===== src/rtl/button_pkg.sv =====
// button_pkg: shared channel state, default timing constants and button indices
// for the button conditioner (auto-repeat enabled by BTN_REPEAT_EN).
package button_pkg;

    typedef enum logic [1:0] {
        IDLE,
        PRESS_WAIT,
        HELD,
        RELEASE_WAIT
    } btnState_t;

    localparam int DEF_DEBOUNCE_CYCLES = 16;
    localparam int DEF_REPEAT_DELAY    = 256;
    localparam int DEF_REPEAT_PERIOD   = 64;

    localparam int UP    = 0;
    localparam int RIGHT = 1;
    localparam int DOWN  = 2;
    localparam int LEFT  = 3;

    // Wide enough for the largest compare target so the counter never has to wrap.
    function automatic int cntWidth(input int d, input int rd, input int rp);
        int m;
        m = d > rd ? d : rd;
        m = m > rp ? m : rp;
        return $clog2(m + 1);
    endfunction

endpackage


===== src/rtl/debounce_channel.sv =====
// debounce_channel: two-flop synchroniser, debounce FSM and press strobe for one button.
// Defining BTN_REPEAT_EN adds auto-repeat strobes while the button stays held.
module debounce_channel
    import button_pkg::*;
#(
    parameter int DEBOUNCE_CYCLES = DEF_DEBOUNCE_CYCLES,
    parameter int REPEAT_DELAY    = DEF_REPEAT_DELAY,
    parameter int REPEAT_PERIOD   = DEF_REPEAT_PERIOD
) (
    input  logic clk,
    input  logic reset,
    input  logic btnIn,
    output logic btnLevel,
    output logic btnPulse
);

    localparam int CW = cntWidth(DEBOUNCE_CYCLES, REPEAT_DELAY, REPEAT_PERIOD);
    localparam logic [CW-1:0] DB_LAST = CW'(DEBOUNCE_CYCLES - 1);
    localparam logic [CW-1:0] CNT_ONE = CW'(1);
    localparam logic [CW-1:0] CNT_MAX = '1;

    logic          sync1;
    logic          s;
    btnState_t     state;
    btnState_t     stateNext;
    logic [CW-1:0] cnt;
    logic [CW-1:0] cntNext;
    logic [CW-1:0] cntInc;
    logic          pulseNext;

`ifdef BTN_REPEAT_EN
    localparam logic [CW-1:0] RD_TGT = CW'(REPEAT_DELAY);
    localparam logic [CW-1:0] RP_TGT = CW'(REPEAT_PERIOD);
    logic rptPhase;
    logic rptPhaseNext;
`endif

    always_ff @(posedge clk or posedge reset) begin
        if (reset) begin
            sync1 <= 1'b0;
            s     <= 1'b0;
        end else begin
            sync1 <= btnIn;
            s     <= sync1;
        end
    end

    always_ff @(posedge clk or posedge reset) begin
        if (reset) begin
            state    <= IDLE;
            cnt      <= '0;
            btnPulse <= 1'b0;
        end else begin
            state    <= stateNext;
            cnt      <= cntNext;
            btnPulse <= pulseNext;
        end
    end

`ifdef BTN_REPEAT_EN
    always_ff @(posedge clk or posedge reset) begin
        if (reset)
            rptPhase <= 1'b0;
        else
            rptPhase <= rptPhaseNext;
    end
`endif

    assign cntInc = (cnt == CNT_MAX) ? cnt : cnt + 1'b1;

    always_comb begin
        stateNext = state;
        cntNext   = cnt;
        pulseNext = 1'b0;
`ifdef BTN_REPEAT_EN
        rptPhaseNext = rptPhase;
`endif
        case (state)
            IDLE: begin
                if (s) begin
                    stateNext = PRESS_WAIT;
                    cntNext   = CNT_ONE;
                end
            end
            PRESS_WAIT: begin
                if (!s) begin
                    stateNext = IDLE;
                end else if (cnt == DB_LAST) begin
                    stateNext = HELD;
                    pulseNext = 1'b1;
                    cntNext   = CNT_ONE;
`ifdef BTN_REPEAT_EN
                    rptPhaseNext = 1'b0;
`endif
                end else begin
                    cntNext = cntInc;
                end
            end
            HELD: begin
                if (!s) begin
                    stateNext = RELEASE_WAIT;
                    cntNext   = CNT_ONE;
                end
`ifdef BTN_REPEAT_EN
                // First repeat waits REPEAT_DELAY, later ones REPEAT_PERIOD.
                else if (cnt == (rptPhase ? RP_TGT : RD_TGT)) begin
                    pulseNext    = 1'b1;
                    cntNext      = CNT_ONE;
                    rptPhaseNext = 1'b1;
                end else begin
                    cntNext = cntInc;
                end
`endif
            end
            RELEASE_WAIT: begin
                if (s) begin
                    stateNext = HELD;
                    cntNext   = CNT_ONE;
`ifdef BTN_REPEAT_EN
                    rptPhaseNext = 1'b0;
`endif
                end else if (cnt == DB_LAST) begin
                    stateNext = IDLE;
                end else begin
                    cntNext = cntInc;
                end
            end
            default: stateNext = IDLE;
        endcase
    end

    assign btnLevel = (state == HELD) || (state == RELEASE_WAIT);

endmodule


===== src/rtl/button_conditioner.sv =====
// button_conditioner: NUM_BTN independent debounced button channels with press strobes.
// Auto-repeat strobes are built only when BTN_REPEAT_EN is defined.
module button_conditioner
    import button_pkg::*;
#(
    parameter int NUM_BTN         = 4,
    parameter int DEBOUNCE_CYCLES = DEF_DEBOUNCE_CYCLES,
    parameter int REPEAT_DELAY    = DEF_REPEAT_DELAY,
    parameter int REPEAT_PERIOD   = DEF_REPEAT_PERIOD
) (
    input  logic               clk,
    input  logic               reset,
    input  logic [NUM_BTN-1:0] btn_in,
    output logic [NUM_BTN-1:0] btn_level,
    output logic [NUM_BTN-1:0] btn_pulse
);

    for (genvar i = 0; i < NUM_BTN; i++) begin : gCh
        debounce_channel #(
            .DEBOUNCE_CYCLES(DEBOUNCE_CYCLES),
            .REPEAT_DELAY   (REPEAT_DELAY),
            .REPEAT_PERIOD  (REPEAT_PERIOD)
        ) uCh (
            .clk     (clk),
            .reset   (reset),
            .btnIn   (btn_in[i]),
            .btnLevel(btn_level[i]),
            .btnPulse(btn_pulse[i])
        );
    end

endmodule


===== config.mk =====
export PLATFORM = sky130hd
export DESIGN_NAME = button_conditioner
export DESIGN_NICKNAME = d
export VERILOG_FILES = /design/src/rtl/button_pkg.sv /design/src/rtl/debounce_channel.sv /design/src/rtl/button_conditioner.sv
export SDC_FILE = /design/constraint.sdc
export NUM_CORES = 1
export LEC_CHECK = 0
export CAP_MARGIN = 30
export CORE_ASPECT_RATIO = 0.5
export CORE_MARGIN = 5
export CORE_UTILIZATION = 45
export CTS_CLUSTER_DIAMETER = 120
export CTS_CLUSTER_SIZE = 25
export DETAILED_ROUTE_END_ITERATION = 8
export PLACE_DENSITY = 0.71
export SKIP_CTS_REPAIR_TIMING = 1
export SYNTH_ARGS = -nofsm -noshare
export SYNTH_HDL_FRONTEND = slang
export SYNTH_SLANG_ARGS = --single-unit

===== constraint.sdc =====
create_clock -name clk -period 4.05 [get_ports clk]
set_input_delay 1.215 -clock clk [delete_from_list [all_inputs] [get_ports clk]]
set_output_delay 1.215 -clock clk [all_outputs]
set_load 0.01 [all_outputs]

==> qor.yml <==
syn-cell-area_um2: 3050
rsz0062_at_grt: "no"
clk_pin_slew_ps: 60
layout_common_cells: "dfrtp_1, nor2_1, nand2_1"
fin_skew_ps: 8.38
first_pass_iters: 4
antenna_found_initial: 0
reg2regPathDepth: 6
die_h_um: 68.2
syn_to_final_growth_pct: 9.40
grt_pass1_vias: 2242
io_pins: 14
routed_wl_mm: 5.86
slowest_stage: "clkdlybuf4s50_1"
ys_dominant_reg_cell: "dfrtp_1"
power.density_nw_per_um2: 482
grt_pass1_wl_mm: 10.2
holdWs_ps: 350
ys_seq_area_share_pct: 46.0
fp-row-count: 21
p_leak_nw: 1.42
worst-path-buf-inv: 1
min_period_ps: 2580
initial_utilization_pct: 46.1
critPathCaptureType: "output port"
route.vias.total: 2407
syn_area_per_cell_um2: 9.27
synth_edf_count: 0
vias_per_cell: 5.68
maxSlewHeadroom_pct: 56.3
cp.required_ps: 2830
antennaDiodeCount: 0
first_iter_violations: 261
finalSetupViolCount: 0
cts_made_buffers: 5
wl_per_cell_um: 13.8
path_cells: "clkdlybuf4s50_1"
synth-async-reset-ratio_pct: 100
die_x_um: 126
synth_largest_area_cell: "dfrtp_1"
clk_latency_ps: 290
hold_viol_final: 0
yosysTopAreaCellShare_pct: 46.0
worst_setup_path_start_kind: "register"
cp_num_cells: 1
status: "finished clean"
path_max_fanout: 11
nNetsFinal: 341
cts_sinks: 56
cp.arrival_ps: 1360
ant_nets: 0
grtUsageTotal_pct: 14.8
grt_max_degree: 33
path_class: "reg2out"
cts_tree: "done"
period_share_pct: 63.7
die_area_um2: 8620
place_congestion: 0.843
cpPeakStageDelay_ps: 590
critical_path.top_delay_family: "buffers and inverters"
ctsHtreeMaxLevel: 2
drive_gt1_share_pct: 6.63
max_freq_mhz: 388
final_common_cell: "dfrtp_1"
dp_hpwl_mm: 4.18
ir_drop_mv: 0.201
synthCells: 329
holdPathStages: 0
setup_tns_ps: 0
synth_area_leaders: "dfrtp_1, nor2_1, nand2_1"
port_buffers: 13
cts_root_buffer: "clkbuf_16"
ys_warn_count: 0
slew_violations: 0
p_total_mw: 1.61
ys_types: 51
worst_slew_pin_slew_ps: 651
core_um2: 6620
drv_cap: 0
ys_ff_latch: 56
synthesis.nets: 339
cts.path.max_buffers: 2
fillers: 580
gr-total-overflow: 0
route.detailed.drc: 0
hp-class: "reg2reg"
through the flow:
stage               instances  setup WS, ps  utilization [%]  cell area, um2
global placement          416          1770             48.2            3190
floorplan                 329          1460                -            3050
global route              424          1380             50.4            3340
CTS                       424          1460             50.4            3340
detailed placement        416          1730             48.2            3190
finish                    424          1470             50.4            3340
final timing paths:
| path | start | slack [ps] | to |
|---|---|---|---|
| worst max register to register | gCh[2].uCh.cnt[0] | 2010 | gCh[2].uCh.cnt[0] |
| worst min-delay path | gCh[0].uCh.sync1 | 350 | gCh[0].uCh.s |
| worst max-delay path | register | 1470 | btn_level[3] |
| worst min register to register | gCh[0].uCh.sync1 | 350 | gCh[0].uCh.s |
| min in group asynchronous | reset | 1320 | gCh[1].uCh.cnt[2] |
| max in group asynchronous | reset | 2110 | gCh[2].uCh.cnt[5] |
synthesized netlist by cell type (3+ instances only):
cell type  number
nor2b_1         5
nand3_1        19
a41oi_1         4
nor3b_1         3
nor4_1          4
or3_1           3
nor2_1         36
a31oi_1         5
and3b_1         3
and3_1         11
a21oi_1        20
nand2b_1        6
nor3_1         14
mux2i_1         3
dfrtp_1        56
nand4_1         7
a21boi_0        5
inv_1           6
buf_4           9
and4_1          3
o21ai_0         9
and2_1          6
a211oi_1        3
ha_1            4
xor2_1          6
clkbuf_1        8
nand2_1        31
xnor2_1         7
nor4b_1         3
state kept, by name (all words and copies together), names as in the netlist, named ones only:
name and flops:
gCh.uCh.sync1 4, gCh.uCh.state 4, gCh.uCh.cnt 36, gCh.uCh.btnPulse 4
gCh.uCh.s 4
routing by layer:
layer  GRT usage [%]  share of wire [%]  vias to the layer above
met5               0                  0                        -
met4            4.55                1.6                        0
met3            4.52                4.6                       15
met2            24.4                 45                       71
met1            19.0                 49                     1143
li1                -                  -                     1178
power breakdown:
part	switching [mW]	internal, mW	total (mW)
registers	0.120	0.655	0.775
logic	0.227	0.186	0.413
clock network	0.187	0.230	0.418
area by class of cell:
class / instances / area [um2] / share of cell area (%)
multi-input combinational: 247 / 1510 / 45.2
clock buffer: 6 / 129 / 3.86
clock inverter: 2 / 16.3 / 0.488
inverter: 6 / 22.5 / 0.675
sequential: 56 / 1400 / 42.0
tap: 92 / 115 / 3.45
timing repair buffer: 15 / 145 / 4.35
cell families (layout without fill, tap and decap cells):
| kind of cell | Yosys count | after routing | share of synthesized area, % |
|---|---|---|---|
| adder cells (fa/ha/maj) | 4 | 4 | 1.64 |
| buffers and inverters | 26 | 29 | 4.64 |
| AND/OR/NAND/NOR | 164 | 164 | 29.2 |
| AO/OA/AOI/OAI | 61 | 61 | 13.1 |
| multiplexers | 5 | 5 | 1.72 |
| XOR/XNOR | 13 | 13 | 3.73 |
| flip-flops | 56 | 56 | 46.0 |
Note: power is estimated with default switching activity, not from simulation.
